## src/rtl/eep_arb_pkg.sv

```systemverilog
// Shared definitions for the EEPROM request arbiter: FSM state encoding and default sizes.
package eep_arb_pkg;

    localparam int unsigned DEF_N_CH    = 4;
    localparam int unsigned DEF_ADDR_W  = 16;
    localparam int unsigned DEF_DATA_W  = 32;
    localparam int unsigned DEF_TMO_CYC = 1_000_000;

    typedef enum logic [2:0] {
        ST_IDLE      = 3'd0,
        ST_ISSUE     = 3'd1,
        ST_WAIT_BUSY = 3'd2,
        ST_WAIT_IDLE = 3'd3,
        ST_RESP      = 3'd4
    } state_e;

endpackage

```

## src/rtl/eeprom_req_arbiter_rr.sv

```systemverilog
// Round-robin winner select: first requester strictly after ptr, wrapping at N-1.
module rr_arbiter #(
    parameter int unsigned N = 4
) (
    input  logic [N-1:0]         req,
    input  logic [$clog2(N)-1:0] ptr,
    output logic [N-1:0]         gnt_c,
    output logic [$clog2(N)-1:0] idx_c,
    output logic                 any_c
);

    localparam int unsigned IW = $clog2(N);

    int unsigned     cand;
    logic [IW-1:0]   cidx;

    always_comb begin
        gnt_c = '0;
        idx_c = '0;
        any_c = 1'b0;
        cand  = 0;
        cidx  = '0;
        for (int unsigned k = 1; k <= N; k++) begin
            cand = (32'(ptr) + k) % N;
            cidx = IW'(cand);
            if (!any_c && req[cidx]) begin
                any_c       = 1'b1;
                idx_c       = cidx;
                gnt_c       = '0;
                gnt_c[cidx] = 1'b1;
            end
        end
    end

endmodule

```

## src/rtl/eeprom_req_arbiter.sv

```systemverilog
// Multi-channel request arbiter in front of eeprom_controller.
// Optional watchdog on the controller handshake: define EEP_ARB_TIMEOUT_EN.
module eeprom_req_arbiter
    import eep_arb_pkg::*;
#(
    parameter int unsigned N_CH    = DEF_N_CH,
    parameter int unsigned ADDR_W  = DEF_ADDR_W,
    parameter int unsigned DATA_W  = DEF_DATA_W,
    parameter int unsigned TMO_CYC = DEF_TMO_CYC
) (
    input  logic                     clk,
    input  logic                     reset,
    input  logic [N_CH-1:0]          ch_req,
    input  logic [N_CH-1:0]          ch_wr,
    input  logic [N_CH*ADDR_W-1:0]   ch_addr,
    input  logic [N_CH*DATA_W-1:0]   ch_din,
    output logic [N_CH-1:0]          ch_done,
    output logic [N_CH-1:0]          ch_err,
    output logic [DATA_W-1:0]        rd_data,
    output logic                     ctl_req,
    output logic                     ctl_wr,
    output logic [ADDR_W-1:0]        ctl_addr,
    output logic [DATA_W-1:0]        ctl_din,
    input  logic                     ctl_busy,
    input  logic                     ctl_ack_err,
    input  logic [DATA_W-1:0]        ctl_dout,
    output logic [$clog2(N_CH)-1:0]  grant_idx,
    output logic                     busy_o
);

    localparam int unsigned IDX_W = $clog2(N_CH);

    state_e                        state_q, state_d;
    logic [N_CH-1:0]               ch_req_q, ch_req_d;
    logic [N_CH-1:0]               pend_q, pend_d;
    logic [N_CH-1:0]               slot_wr_q, slot_wr_d;
    logic [N_CH-1:0][ADDR_W-1:0]   slot_addr_q, slot_addr_d;
    logic [N_CH-1:0][DATA_W-1:0]   slot_din_q, slot_din_d;
    logic [IDX_W-1:0]              ptr_q, ptr_d;
    logic [IDX_W-1:0]              grant_q, grant_d;
    logic [N_CH-1:0]               gnt_oh_q, gnt_oh_d;
    logic                          err_q, err_d;
    logic                          ctl_req_q, ctl_req_d;
    logic                          ctl_wr_q, ctl_wr_d;
    logic [ADDR_W-1:0]             ctl_addr_q, ctl_addr_d;
    logic [DATA_W-1:0]             ctl_din_q, ctl_din_d;
    logic [N_CH-1:0]               ch_done_q, ch_done_d;
    logic [N_CH-1:0]               ch_err_q, ch_err_d;
    logic [DATA_W-1:0]             rd_data_q, rd_data_d;
    logic                          busy_q, busy_d;
    logic [N_CH-1:0]               req_rise_c;
    logic [N_CH-1:0]               win_gnt_c;
    logic [IDX_W-1:0]              win_idx_c;
    logic                          win_any_c;

`ifdef EEP_ARB_TIMEOUT_EN
    localparam int unsigned TMO_W = $clog2(TMO_CYC + 1);
    logic [TMO_W-1:0]              tmo_cnt_q, tmo_cnt_d;
`endif

    rr_arbiter #(.N(N_CH)) u_rr (
        .req   (pend_q),
        .ptr   (ptr_q),
        .gnt_c (win_gnt_c),
        .idx_c (win_idx_c),
        .any_c (win_any_c)
    );

    // Request capture, transaction sequencing and response generation.
    always_comb begin
        state_d     = state_q;
        ch_req_d    = ch_req;
        pend_d      = pend_q;
        slot_wr_d   = slot_wr_q;
        slot_addr_d = slot_addr_q;
        slot_din_d  = slot_din_q;
        ptr_d       = ptr_q;
        grant_d     = grant_q;
        gnt_oh_d    = gnt_oh_q;
        err_d       = err_q;
        ctl_req_d   = ctl_req_q;
        ctl_wr_d    = ctl_wr_q;
        ctl_addr_d  = ctl_addr_q;
        ctl_din_d   = ctl_din_q;
        ch_done_d   = '0;
        ch_err_d    = '0;
        rd_data_d   = rd_data_q;
        req_rise_c  = ch_req & ~ch_req_q;
`ifdef EEP_ARB_TIMEOUT_EN
        tmo_cnt_d   = '0;
`endif

        case (state_q)
            ST_IDLE: begin
                if (win_any_c) begin
                    state_d    = ST_ISSUE;
                    grant_d    = win_idx_c;
                    gnt_oh_d   = win_gnt_c;
                    ptr_d      = win_idx_c;
                    ctl_wr_d   = slot_wr_q[win_idx_c];
                    ctl_addr_d = slot_addr_q[win_idx_c];
                    ctl_din_d  = slot_din_q[win_idx_c];
                end
            end
            ST_ISSUE: begin
                ctl_req_d = 1'b1;
                err_d     = 1'b0;
                state_d   = ST_WAIT_BUSY;
            end
            ST_WAIT_BUSY: begin
                if (ctl_busy) begin
                    state_d = ST_WAIT_IDLE;
                end
            end
            ST_WAIT_IDLE: begin
                if (ctl_ack_err) begin
                    err_d = 1'b1;
                end
                if (!ctl_busy) begin
                    ctl_req_d = 1'b0;
                    state_d   = ST_RESP;
                end
            end
            ST_RESP: begin
                ch_done_d = gnt_oh_q;
                ch_err_d  = err_q ? gnt_oh_q : '0;
                pend_d    = pend_q & ~gnt_oh_q;
                if (!ctl_wr_q && !err_q) begin
                    rd_data_d = ctl_dout;
                end
                state_d = ST_IDLE;
            end
            default: begin
                state_d   = ST_IDLE;
                ctl_req_d = 1'b0;
            end
        endcase

`ifdef EEP_ARB_TIMEOUT_EN
        // Watchdog overrides the normal wait exits once the limit is reached.
        if (state_q == ST_WAIT_BUSY || state_q == ST_WAIT_IDLE) begin
            if (tmo_cnt_q == TMO_W'(TMO_CYC - 1)) begin
                ctl_req_d = 1'b0;
                err_d     = 1'b1;
                state_d   = ST_RESP;
            end else begin
                tmo_cnt_d = tmo_cnt_q + TMO_W'(1);
            end
        end
`endif

        // Applied after the RESP clear so a new edge on the served channel wins.
        for (int i = 0; i < N_CH; i++) begin
            if (req_rise_c[i] && !pend_d[i]) begin
                pend_d[i]      = 1'b1;
                slot_wr_d[i]   = ch_wr[i];
                slot_addr_d[i] = ch_addr[i*ADDR_W +: ADDR_W];
                slot_din_d[i]  = ch_din[i*DATA_W +: DATA_W];
            end
        end

        busy_d = (state_d != ST_IDLE);
    end

    always_ff @(posedge clk) begin
        if (reset) begin
            state_q     <= ST_IDLE;
            ch_req_q    <= '0;
            pend_q      <= '0;
            slot_wr_q   <= '0;
            slot_addr_q <= '0;
            slot_din_q  <= '0;
            ptr_q       <= IDX_W'(N_CH - 1);
            grant_q     <= '0;
            gnt_oh_q    <= '0;
            err_q       <= 1'b0;
            ctl_req_q   <= 1'b0;
            ctl_wr_q    <= 1'b0;
            ctl_addr_q  <= '0;
            ctl_din_q   <= '0;
            ch_done_q   <= '0;
            ch_err_q    <= '0;
            rd_data_q   <= '0;
            busy_q      <= 1'b0;
`ifdef EEP_ARB_TIMEOUT_EN
            tmo_cnt_q   <= '0;
`endif
        end else begin
            state_q     <= state_d;
            ch_req_q    <= ch_req_d;
            pend_q      <= pend_d;
            slot_wr_q   <= slot_wr_d;
            slot_addr_q <= slot_addr_d;
            slot_din_q  <= slot_din_d;
            ptr_q       <= ptr_d;
            grant_q     <= grant_d;
            gnt_oh_q    <= gnt_oh_d;
            err_q       <= err_d;
            ctl_req_q   <= ctl_req_d;
            ctl_wr_q    <= ctl_wr_d;
            ctl_addr_q  <= ctl_addr_d;
            ctl_din_q   <= ctl_din_d;
            ch_done_q   <= ch_done_d;
            ch_err_q    <= ch_err_d;
            rd_data_q   <= rd_data_d;
            busy_q      <= busy_d;
`ifdef EEP_ARB_TIMEOUT_EN
            tmo_cnt_q   <= tmo_cnt_d;
`endif
        end
    end

    assign ch_done   = ch_done_q;
    assign ch_err    = ch_err_q;
    assign rd_data   = rd_data_q;
    assign ctl_req   = ctl_req_q;
    assign ctl_wr    = ctl_wr_q;
    assign ctl_addr  = ctl_addr_q;
    assign ctl_din   = ctl_din_q;
    assign grant_idx = grant_q;
    assign busy_o    = busy_q;

endmodule
```

## config.mk

```make
export PLATFORM = sky130hd
export DESIGN_NAME = eeprom_req_arbiter
export DESIGN_NICKNAME = d
export VERILOG_FILES = /design/src/rtl/eep_arb_pkg.sv /design/src/rtl/eeprom_req_arbiter_rr.sv /design/src/rtl/eeprom_req_arbiter.sv
export SDC_FILE = /design/constraint.sdc
export NUM_CORES = 1
export LEC_CHECK = 0
export BUFFER_PORTS_ARGS = -buffer_cell sky130_fd_sc_hd__buf_2
export CAP_MARGIN = 20
export CORE_MARGIN = 4
export CORE_UTILIZATION = 50
export CTS_CLUSTER_DIAMETER = 200
export CTS_CLUSTER_SIZE = 10
export DETAILED_ROUTE_END_ITERATION = 7
export GPL_TIMING_DRIVEN = 0
export PLACE_DENSITY_LB_ADDON = 0.1
export REMOVE_ABC_BUFFERS = 1
export SLEW_MARGIN = 10
export SYNTH_ARGS = -nofsm -noshare
export SYNTH_HDL_FRONTEND = slang
export SYNTH_SLANG_ARGS = --single-unit
```

## constraint.sdc

```tcl
create_clock -name clk -period 5.51 [get_ports clk]
set_clock_uncertainty 0.1 [all_clocks]
set_input_delay 1.3775 -clock clk [delete_from_list [all_inputs] [get_ports clk]]
set_output_delay 1.3775 -clock clk [all_outputs]
set_load 0.02 [all_outputs]
```

==> impl_results.md <==
* Run status: complete, no violations
* Simple-Gate Fraction of Synth Area at 0.191
* Worst reg2reg path depth at 7
* Gate power share at 0.298
* HPWL Detailed at 23.6 mm
* Chip width at 163 um
* Cts hold-fix bufs at 0
* WHS Path Cells at 2
* Proportion of synthesized area in mux cells at 0.0910
* Netlist cell types at 39
* Starting Density at 0.509
* Largest family of logic cells by synthesized area: simple AND/OR/NAND/NOR gates
* Leakage at 6.56 nW
* CTS tree: built
* Flop pwr share at 0.391
* Die area at 0.0265 mm2
* Iteration-0 DRC Markers at 818
* Asr flop ratio synth at 0
* Flop-to-flop setup slack at 1360 ps
* Layout cells sized above 1 at 0.245
* Slew HR at 0.408
* Top Ports at 329
* Core area at 0.0235 mm2
* Hold Vio Cnt, Final at 0
* Req. time, crit path at 5750 ps
* Peak supply drop at 0.330 mV
* Pin count of the biggest net entering global routing at 129
* Critical path type: reg2reg
* HP Class: reg2reg
* Unrepaired setup endpoints after global routing: no
* Total clock buffers created by CTS at 36
* GPL Wtd Cong at 0.800
* Vias/cell at 5.37
* Max Transition Viols Final at 0
* Synth Warn # at 0
* Fin crit share at 0.754
* Total grt overflow at 0
* Mean post-synth cell area at 8.40 um2
* Htree depth at 2
* Worst Tran Pin Value at 885 ps
* Area Growth Syn to Fin at 25.8%
* Dominant synthesized flop cell: dfxtp_1
* Clock sinks at 307
* Sequential share of the synthesized area at 0.513
* Total Neg Setup Slack at 0 ps
* Min Clock Period, post-route at 4150 ps
* Yosys reg bits at 307
* Detailed Route WL at 37.0 mm
* Adder-cell area share of the yosys netlist at 0.00835
* Synth Instances at 1,428
* Switching Share at 0.336
* Power share of the clock group at 0.311
* Post-CTS sizing at 0
* WL/cell at 18.2 um
* Post-synthesis compound-gate area fraction at 0.157
* Antenna Nets Post-Route at 0
* Initial antenna violation count at 13
* FP Rows at 56
* Crit path max fanout at 49
* Final instance area at 0.0151 mm2
* Skew-Pair Late Insertion Delay at 510 ps
* # Max-Cap Violations at 0
* PortBufs at 328
* Router iterations before antenna repair at 5
* Vias at 10.9k
* Final nets at 1,951
* Global-route wire length before repair at 56.8 mm
* Count of flip-flops with a built-in enable after synthesis at 0
* Setup-failing EPs final at 0
* Global Route Usage Sum at 0.267
* CTS root buf: clkbuf_16
* Setup crit end kind: flop
* Pwr dens at 435 mW/mm2
* Max Buffers Root-to-Sink at 3
* Setup repair bufs after CTS at 0
* Worst Setup Start Kind: flop
* Vias in the first global route at 10.7k
* Synthesized area at 0.0120 mm2
* Total internal power at 0.00436 W
* # DRC at 0
* Worst-path clk slew at 60 ps
* WP data arrival at 4400 ps
* Placed cell area at 0.0141 mm2
* Max Freq at 241 MHz
* Net Switching at 0.00221 W
* XOR/XNOR share of the synthesized area at 0
* Die Y at 163 um
worst max-delay path, cell delays in order (launching register included):
cell and delay (ps):
dfxtp_1 740, inv_1 300, ha_1 500, mux4_2 460, or2_4 310, o31ai_2 490
or3_4 800, o221ai_1 240
cell type report:
cell class / count / area [um2]
fill: 2113 / 8460
sequential: 307 / 6150
multi-input combinational: 1009 / 5460
timing repair buffer: 347 / 2080
clock buffer: 37 / 926
tap: 319 / 399
clock inverter: 3 / 22.5
inverter: 6 / 22.5
antenna: 8 / 20.0
per-stage QoR:
stage	util	setup slack [ps]	instances	power, W	hold slack [ps]
floorplan	-	-607	1322	0.00395	330
global placement	0.577	-4680	1969	0.00444	338
detailed placement	0.599	1420	1987	0.00456	342
CTS	0.639	1380	2027	0.00660	352
global route	0.640	1070	2035	0.00686	365
finish	0.641	1360	2036	0.00656	348
placed cells by master, fill, tap and decap left out, types with 2 or more instances in the layout:
| cell type | instances |
|---|---|
| o221ai_1 | 39 |
| mux4_2 | 4 |
| clkbuf_16 | 37 |
| nand3_1 | 2 |
| nand2b_4 | 2 |
| buf_12 | 6 |
| nand2_1 | 521 |
| nand2b_2 | 2 |
| nand2b_1 | 7 |
| o221ai_2 | 10 |
| and2_1 | 4 |
| inv_6 | 2 |
| buf_16 | 10 |
| a221oi_1 | 4 |
| o21ai_0 | 2 |
| and3_1 | 4 |
| a211oi_1 | 4 |
| or3b_2 | 2 |
| dfxtp_1 | 307 |
| a22oi_1 | 4 |
| buf_6 | 3 |
| nor4_1 | 2 |
| ha_1 | 8 |
| nor3_1 | 2 |
| a21oi_1 | 240 |
| inv_1 | 6 |
| buf_2 | 327 |
| mux2i_1 | 100 |
| nor2_1 | 20 |
| nor2b_1 | 6 |
| a21oi_4 | 4 |
| diode_2 | 8 |
metal layers:
metal	up-vias	GRT usage	part of all wire
met1	5119	0.336	0.41
met2	379	0.449	0.49
met5	-	0	0.0019
li1	5346	-	-
met3	84	0.0549	0.068
met4	12	0.107	0.027
path summary, 6_finish.rpt:
| path | start | endpoint |
|---|---|---|
| setup reg to reg | ptr_q[0] | ctl_din[16] |
| setup / recovery | ptr_q[0] | ctl_din[16] |
| hold / removal | rd_data[27] | rd_data[27] |
| hold reg to reg | rd_data[27] | rd_data[27] |
state kept, by name, summed over array words and instances, names as in the netlist, 2 cells and up:
| name | flops |
|---|---|
| ch_done | 4 |
| ch_err | 4 |
| ch_req_q | 4 |
| ctl_addr | 16 |
| ctl_din | 32 |
| gnt_oh_q | 4 |
| grant_idx | 2 |
| pend_q | 4 |
| ptr_q | 2 |
| rd_data | 32 |
| slot_addr_q | 64 |
| slot_din_q | 128 |
| slot_wr_q | 4 |
| state_q | 3 |
Yosys cell counts (2+ instances only):
library cell / n / share of area
a211oi_1: 4 / 0.0025
a21oi_1: 244 / 0.10
a221oi_1: 4 / 0.0029
a22oi_1: 4 / 0.0025
and2_1: 4 / 0.0021
and3_1: 4 / 0.0021
buf_1: 3 / 0.00094
buf_2: 19 / 0.0079
buf_4: 3 / 0.0019
buf_6: 3 / 0.0028
clkbuf_1: 78 / 0.024
dfxtp_1: 307 / 0.51
ha_1: 8 / 0.0083
inv_1: 6 / 0.0019
mux2i_1: 100 / 0.083
mux4_2: 4 / 0.0075
nand2_1: 522 / 0.16
nand2b_1: 11 / 0.0057
nand3_1: 2 / 0.00083
nor2_1: 21 / 0.0066
nor2b_1: 6 / 0.0031
nor3_1: 3 / 0.0013
nor4_1: 2 / 0.0010
o21ai_0: 2 / 0.00083
o221ai_1: 39 / 0.028
o221ai_2: 10 / 0.013
or3_1: 2 / 0.0010
or3b_2: 2 / 0.0015
power groups by stage:
stage	Combinational [W]	Clock, W	Sequential (W)
floorplan	0.00126	0	0.00269
global placement	0.00184	0	0.00260
detailed placement	0.00195	0	0.00261
CTS	0.00196	0.00208	0.00256
global route	0.00209	0.00218	0.00259
finish	0.00196	0.00204	0.00257
cell families after synthesis:
kind of cell,after synthesis
adder cells (fa/ha/maj),8
AND/OR/NAND/NOR,582
AO/OA/AOI/OAI,315
buffers and inverters,112
flip-flops,307
multiplexers,104
(Power assumes the default switching activity.)
